`config.mk`:
```
export PLATFORM = sky130hd
export DESIGN_NAME = cdb_arbiter_flat
export DESIGN_NICKNAME = d
export VERILOG_FILES = /design/src/rtl/cdb_arbiter_pkg.sv /design/src/rtl/cdb_arbiter_if.sv /design/src/rtl/cdb_arbiter_rr.sv /design/src/rtl/cdb_arbiter.sv /design/src/flat_wrapper.sv
export SDC_FILE = /design/constraint.sdc
export NUM_CORES = 1
export LEC_CHECK = 0
export ABC_AREA = 1
export CORE_UTILIZATION = 35
export DETAILED_ROUTE_END_ITERATION = 6
export GPL_ROUTABILITY_DRIVEN = 0
export HOLD_SLACK_MARGIN = 0.12
export SYNTH_ARGS = -nofsm -noshare
export SYNTH_HDL_FRONTEND = slang
export SYNTH_SLANG_ARGS = --single-unit
```
`constraint.sdc`:
```
create_clock -name clk -period 3.1 [get_ports clk]
set_input_delay 0.93 -clock clk [delete_from_list [all_inputs] [get_ports clk]]
set_output_delay 0.93 -clock clk [all_outputs]
set_load 0.02 [all_outputs]
```
`src/rtl/cdb_arbiter_pkg.sv`:
```
// Shared CDB types and sizing: the broadcast packet seen by the ROB, the RS and this arbiter.
// Widths are fixed here so every consumer agrees on the packet layout.
package cdb_arbiter_pkg;

  localparam int NUM_FU        = 4;
  localparam int XLEN          = 32;
  localparam int ROB_ADDR_LEN  = 4;
  localparam int PREG_ADDR_LEN = 6;
  localparam int FU_IDX_W      = (NUM_FU > 1) ? $clog2(NUM_FU) : 1;

  typedef logic [FU_IDX_W-1:0] fu_idx_t;

  typedef struct packed {
    logic                     valid;
    logic [ROB_ADDR_LEN-1:0]  rob_tag;
    logic [PREG_ADDR_LEN-1:0] preg;
    logic [XLEN-1:0]          result;
  } cdb_packet_t;

endpackage

```
`src/rtl/cdb_arbiter_if.sv`:
```
// FU result ports and CDB broadcast bundle; the producer side (FUs/bench) uses master, the arbiter uses slave.
// Per-FU fields are flat vectors, FU i occupying slice [i*W +: W].
interface cdb_arbiter_if;
  import cdb_arbiter_pkg::*;

  logic [NUM_FU-1:0]               fu_valid;
  logic [NUM_FU*ROB_ADDR_LEN-1:0]  fu_rob_tag;
  logic [NUM_FU*PREG_ADDR_LEN-1:0] fu_preg;
  logic [NUM_FU*XLEN-1:0]          fu_result;
  logic [NUM_FU-1:0]               fu_ready;

  logic                            cdb_valid;
  logic [ROB_ADDR_LEN-1:0]         cdb_rob_tag;
  logic [PREG_ADDR_LEN-1:0]        cdb_preg;
  logic [XLEN-1:0]                 cdb_result;

  modport master (
    output fu_valid, fu_rob_tag, fu_preg, fu_result,
    input  fu_ready, cdb_valid, cdb_rob_tag, cdb_preg, cdb_result
  );

  modport slave (
    input  fu_valid, fu_rob_tag, fu_preg, fu_result,
    output fu_ready, cdb_valid, cdb_rob_tag, cdb_preg, cdb_result
  );

endinterface

```
`src/rtl/cdb_arbiter_rr.sv`:
```
// Round-robin arbiter: combinational one-hot grant searched from rr_ptr, wrapping modulo NUM_REQ.
// rr_ptr moves past the winner when advance is set; clear returns it to 0 and overrides advance.
module cdb_rr_arbiter #(
  parameter int NUM_REQ = 4,
  parameter int IDX_W   = (NUM_REQ > 1) ? $clog2(NUM_REQ) : 1
) (
  input  logic               clk,
  input  logic               reset,
  input  logic [NUM_REQ-1:0] req,
  input  logic               advance,
  input  logic               clear,
  output logic [NUM_REQ-1:0] grant,
  output logic [IDX_W-1:0]   winner,
  output logic               grant_vld
);

  logic [IDX_W-1:0] rr_ptr_q, rr_ptr_d;
  logic [IDX_W-1:0] idx;

  // First requester at or after rr_ptr wins; explicit modulo keeps non-power-of-2 counts correct.
  always_comb begin
    grant     = '0;
    winner    = '0;
    grant_vld = 1'b0;
    idx       = '0;
    for (int k = 0; k < NUM_REQ; k++) begin
      idx = IDX_W'((int'(rr_ptr_q) + k) % NUM_REQ);
      if (!grant_vld && req[idx]) begin
        grant_vld  = 1'b1;
        grant[idx] = 1'b1;
        winner     = idx;
      end
    end
  end

  always_comb begin
    rr_ptr_d = rr_ptr_q;
    if (clear) begin
      rr_ptr_d = '0;
    end else if (advance && grant_vld) begin
      rr_ptr_d = (winner == IDX_W'(NUM_REQ - 1)) ? '0 : winner + 1'b1;
    end
  end

  always_ff @(posedge clk or negedge reset) begin
    if (!reset) begin
      rr_ptr_q <= '0;
    end else begin
      rr_ptr_q <= rr_ptr_d;
    end
  end

  a_grant_onehot: assert property (@(posedge clk) disable iff (!reset) $onehot0(grant));

endmodule

```
`src/rtl/cdb_arbiter.sv`:
```
// One-entry hold per FU feeding a round-robin-arbitrated, registered CDB; a result accepted at edge k
// broadcasts at edge k+1 at the earliest. fu_ready[i] = hold empty or being granted; flush squashes all.
module cdb_arbiter
  import cdb_arbiter_pkg::*;
(
  input  logic          clk,
  input  logic          reset,
  input  logic          flush,
  cdb_arbiter_if.slave  bus
);

  cdb_packet_t        hold_q [NUM_FU];
  cdb_packet_t        hold_d [NUM_FU];
  cdb_packet_t        cdb_q, cdb_d;
  logic [NUM_FU-1:0]  hold_vld;
  logic [NUM_FU-1:0]  grant;
  logic [NUM_FU-1:0]  fu_ready;
  fu_idx_t            winner;
  logic               grant_vld;

  always_comb begin
    hold_vld = '0;
    for (int i = 0; i < NUM_FU; i++) begin
      hold_vld[i] = hold_q[i].valid;
    end
  end

  cdb_rr_arbiter #(
    .NUM_REQ (NUM_FU),
    .IDX_W   (FU_IDX_W)
  ) u_rr (
    .clk       (clk),
    .reset     (reset),
    .req       (hold_vld),
    .advance   (!flush),
    .clear     (flush),
    .grant     (grant),
    .winner    (winner),
    .grant_vld (grant_vld)
  );

  // A granted hold frees this edge, so its FU may refill it in the same edge.
  assign fu_ready = ~hold_vld | grant;

  always_comb begin
    hold_d      = hold_q;
    cdb_d       = cdb_q;
    cdb_d.valid = 1'b0;
    if (grant_vld) begin
      cdb_d = hold_q[winner];
    end
    for (int i = 0; i < NUM_FU; i++) begin
      if (grant[i]) begin
        hold_d[i].valid = 1'b0;
      end
      if (bus.fu_valid[i] && fu_ready[i]) begin
        hold_d[i].valid   = 1'b1;
        hold_d[i].rob_tag = bus.fu_rob_tag[i*ROB_ADDR_LEN +: ROB_ADDR_LEN];
        hold_d[i].preg    = bus.fu_preg[i*PREG_ADDR_LEN +: PREG_ADDR_LEN];
        hold_d[i].result  = bus.fu_result[i*XLEN +: XLEN];
      end
    end
    // Squash wins over both the pending broadcast and any same-edge accepts.
    if (flush) begin
      for (int i = 0; i < NUM_FU; i++) begin
        hold_d[i].valid = 1'b0;
      end
      cdb_d       = cdb_q;
      cdb_d.valid = 1'b0;
    end
  end

  always_ff @(posedge clk or negedge reset) begin
    if (!reset) begin
      for (int i = 0; i < NUM_FU; i++) begin
        hold_q[i] <= '0;
      end
      cdb_q <= '0;
    end else begin
      for (int i = 0; i < NUM_FU; i++) begin
        hold_q[i] <= hold_d[i];
      end
      cdb_q <= cdb_d;
    end
  end

  assign bus.fu_ready    = fu_ready;
  assign bus.cdb_valid   = cdb_q.valid;
  assign bus.cdb_rob_tag = cdb_q.rob_tag;
  assign bus.cdb_preg    = cdb_q.preg;
  assign bus.cdb_result  = cdb_q.result;

  a_flush_kills_cdb: assert property (@(posedge clk) disable iff (!reset) flush |=> !bus.cdb_valid);

endmodule

```
`src/flat_wrapper.sv`:
```
// flat-port wrapper written by rule: the top's interface ports become plain ports
module cdb_arbiter_flat import cdb_arbiter_pkg::*;
  (clk, reset, flush, bus_fu_valid, bus_fu_rob_tag, bus_fu_preg, bus_fu_result, bus_fu_ready, bus_cdb_valid, bus_cdb_rob_tag, bus_cdb_preg, bus_cdb_result);
  cdb_arbiter_if bus_i ();
  input  logic clk;
  input  logic reset;
  input  logic flush;
  input wire logic [$bits(bus_i.fu_valid)-1:0] bus_fu_valid;
  input wire logic [$bits(bus_i.fu_rob_tag)-1:0] bus_fu_rob_tag;
  input wire logic [$bits(bus_i.fu_preg)-1:0] bus_fu_preg;
  input wire logic [$bits(bus_i.fu_result)-1:0] bus_fu_result;
  output wire logic [$bits(bus_i.fu_ready)-1:0] bus_fu_ready;
  output wire logic [$bits(bus_i.cdb_valid)-1:0] bus_cdb_valid;
  output wire logic [$bits(bus_i.cdb_rob_tag)-1:0] bus_cdb_rob_tag;
  output wire logic [$bits(bus_i.cdb_preg)-1:0] bus_cdb_preg;
  output wire logic [$bits(bus_i.cdb_result)-1:0] bus_cdb_result;
  assign bus_i.fu_valid = bus_fu_valid;
  assign bus_i.fu_rob_tag = bus_fu_rob_tag;
  assign bus_i.fu_preg = bus_fu_preg;
  assign bus_i.fu_result = bus_fu_result;
  assign bus_fu_ready = bus_i.fu_ready;
  assign bus_cdb_valid = bus_i.cdb_valid;
  assign bus_cdb_rob_tag = bus_i.cdb_rob_tag;
  assign bus_cdb_preg = bus_i.cdb_preg;
  assign bus_cdb_result = bus_i.cdb_result;
  cdb_arbiter u_core (.clk(clk), .reset(reset), .flush(flush), .bus(bus_i));
endmodule
```
==> flow_metrics.tcl <==
set metrics [dict create \
    dp_cells 1894 \
    status "complete, but fails checks" \
    synthSimpleGateAreaFrac_pct 24.88 \
    power_frac_clock_pct 17.7 \
    clkTransAtPathRegs_ps 60 \
    place_hpwl_um 21560 \
    pin_count 222 \
    synth_adder_area_share_pct 0.6801 \
    final_cell_area_mm2 0.01466 \
    cpMostUsedCell "inv_4" \
    grt_max_degree 57 \
    cap_violations 0 \
    synth-xor-area-share_pct 0 \
    ys_async_sr_fraction_pct 100.0 \
    yosysMostFrequentCell "nand2_1" \
    synth_commonest_cells "nand2_1 (275), dfrtp_1 (217), nand3_1 (183), inv_1 (181), nor2_1 (170)" \
    max_slew_margin_pct 63.83 \
    hold_viol 0 \
    yosysTopAreaCell "dfrtp_1" \
    dieArea_mm2 0.03225 \
    syn_inst 1316 \
    peakVddDrop_v 0.0005238 \
    synth-edff-count 0 \
    initial_core_util_pct 35.80 \
    place.port_buffers 221 \
    p_leak_nw 7.063 \
    drt_iter0_drc 538 \
    routed_via_density 4.717 \
    cpMaxStageDelayCell "dfrtp_1" \
    rsz0062_at_grt "yes" \
    fp.dieW_um 179.6 \
    grt_pass1_vias 9392 \
    skew_ps 17.92 \
    critical-path-top-delay-family "simple AND/OR/NAND/NOR gates" \
    muxShareOfSynthArea_pct 0 \
    syn_area_mm2 0.01104 \
    yosysSeqAreaShare_pct 49.20 \
    clockBufferDepth 3 \
    arrival_ps 2220 \
    multi_input_area_mm2 0.004472 \
    netlist-cell-type-count 25 \
    final_nets 1713 \
    tritoncts "built" \
    r2r-end "u_core.bus.cdb_result[1]" \
    synth-warning-count 0 \
    core.rowCount 64 \
    rr_startpoint "u_core.u_rr.rr_ptr_q[1]" \
    worst-r2r-setup-slack_ps 340 \
    ys_ff_latch 217 \
    synth_compound_area_share_pct 13.82 \
    power_density_mw_per_mm2 1115 \
    reg2regPathDepth 16 \
    p_int_w 0.009005 \
    violations "design-rule violations, negative setup slack" \
    max_freq_mhz 317.9 \
    antenna_cells 0 \
    yosysTopAreaCellShare_pct 49.20 \
    final_cells 1941 \
    synth_top_flop_cell "dfrtp_1" \
    grt_pass1_wl_um 51440 \
    firstDrtPassIters 7 \
    syn_to_final_growth_pct 32.78 \
    fin_crit_sh_pct 101.5 \
    hold_class "input port to async pin" \
    critPathBufInv 4 \
    start_kind "register" \
    clockRootBuffer "clkbuf_16" \
    holdBufCountCts 0 \
    slowest_delay_ps 390 \
    min_period_ps 3146 \
    power_w 0.01634 \
    regArea_mm2 0.005430 \
    syn-num-nets 1497 \
    track_usage_pct 19.96 \
    crit_fanout 5 \
    wl_per_cell_um 16.31 \
    synth.area.top_cells "dfrtp_1 (49%), a21oi_2 (13%), nand2_1 (9.4%), nand3_1 (8.3%), inv_1 (6.2%)" \
    fp.dieH_um 179.6 \
    critPathCaptureType "output port" \
    critPathRequiredTime_ps 2170 \
    switching_share_pct 44.90 \
    synth_top_family_by_area "simple AND/OR/NAND/NOR gates" \
    post-route-drc-count 16 \
    worst_slew_pin_slew_ps 542.5 \
    core-area_mm2 0.03083 \
    fillerInstances 2961 \
    avgSynthCellArea_um2 8.388 \
    setup_viol 4 \
    antenna_found_initial 2 \
    vias 9156 \
    cts_buffers 25 \
    final_max_slew_viol_count 0 \
    seqPwrFrac_pct 26.4 \
    overflow 0 \
    drt.antenna.violating_nets 0 \
    worst_slack_ps -45.96 \
    insertion_delay_ps 530 \
    htreeDepth 1 \
    postPlaceCellArea_mm2 0.01372 \
    layout-drive-gt1-share_pct 18.38 \
    worstSetupPathType "register to output port" \
    totalWireLength_um 31650 \
    p_switching_w 0.007338 \
    crit_chain "inv_2 -> ha_4 -> inv_4 -> nand3_4 -> nand2_4 -> inv_4 -> nor3_4 -> nand3_2 -> nand4_4 -> buf_6" \
    combPwrFrac_pct 56.0 \
    cts_num_sinks 217 \
]
==> final cells by class <==
cell class | count | share of cell area [%]
Clock inverter | 2 | 0.2646
Clock buffer | 38 | 5.148
Sequential cell | 217 | 37.05
Tap cell | 396 | 3.381
Timing Repair Buffer | 268 | 18.85
Inverter | 186 | 4.798
Multi-Input combinational cell | 834 | 30.51
==> cells by family after synthesis <==
group	after synthesis
buffers and inverters	265
DFF	217
AOI/OAI and AO/OA	182
adders and majority gates	6
and+or+nand+nor	646
==> metrics by stage <==
stage	setup TNS [ps]	util (%)	setup WS [ps]	hold WS, ps
floorplan	0	-	405.3	479.8
global placement	-8.639	44.49	-8.639	463.0
detailed placement	-80.25	44.49	-80.25	464.5
CTS	-5.431	47.26	-5.431	341.8
global route	-427.8	47.54	-129.5	369.2
finish	-89.21	47.54	-45.96	338.5
==> power by group through the flow <==
stage	Clock, W	Combinational [W]	Sequential [W]
2_1_floorplan	0	0.00573	0.00463
3_3_place_gp	0	0.00886	0.00434
3_5_place_dp	0	0.00896	0.00436
4_1_cts	0.00297	0.00910	0.00432
5_1_grt	0.00307	0.0102	0.00443
6_report	0.00289	0.00914	0.00431
==> state kept, by name, summed over array words and instances, names as in the netlist <==
| name | flops |
|---|---|
| u_core.bus.cdb_rob_tag | 4 |
| u_core.bus.cdb_preg | 6 |
| u_core.u_rr.rr_ptr_q | 2 |
| u_core.hold_q | 172 |
| u_core.bus.cdb_result | 32 |
| u_core.bus.cdb_valid | 1 |
==> cell usage in the layout, fill, tap and decap left out, types with 2 or more instances in the layout <==
cell	n
nand2_1	271
dfrtp_1	217
clkdlybuf4s50_1	216
inv_1	179
nand3_1	177
nor2_1	170
a21oi_2	160
buf_4	32
clkbuf_16	25
buf_12	15
a21oi_1	14
nand2_4	9
clkbuf_8	8
nand3_2	6
inv_2	5
nand2_2	5
ha_1	5
clkbuf_1	5
buf_6	4
nand4_2	3
inv_4	2
nor3_4	2
a22oi_2	2
a22oi_1	2
o21ai_1	2
==> worst max path at each step <==
stage                                       start  cells past startpoint  slack, ps               to
final                     u_core.u_rr.rr_ptr_q[1]                     10        -50  bus_fu_ready[3]
after global routing      u_core.u_rr.rr_ptr_q[1]                     10       -130  bus_fu_ready[3]
after floorplan           u_core.u_rr.rr_ptr_q[0]                      9        410  bus_fu_ready[0]
after global placement    u_core.u_rr.rr_ptr_q[0]                     10         -9  bus_fu_ready[3]
after CTS                 u_core.u_rr.rr_ptr_q[0]                     10         -5  bus_fu_ready[3]
after detailed placement  u_core.u_rr.rr_ptr_q[1]                     10        -80  bus_fu_ready[3]
==> worst register-to-register path, cell delays in order (launching register included) <==
cell	delay (ps)
dfrtp_1	390
inv_2	90
ha_4	230
inv_4	70
nand3_4	70
nand2_4	110
inv_4	60
nor3_4	300
buf_4	170
buf_4	100
nand3_1	70
nand2_2	260
buf_4	350
nand3_1	220
nand2_1	100
nand2_1	50
nand2_1	60
==> repair_timing <==
item                                    CTS  global route
endpoints found under the setup margin    4             4
pin swaps                                 5             5
resized for setup                        30            13
buffers inserted                          3             4
==> routing by layer <==
metal | global-route usage (%) | wire (µm) | vias to the layer above
li1 | - | - | 4539
met1 | 27.43 | 14550 | 4322
met2 | 33.17 | 14840 | 247
met3 | 3.383 | 1676 | 44
met4 | 3.931 | 547 | 4
met5 | 0 | 34 | -
Note: power is estimated with default switching activity, not from simulation.
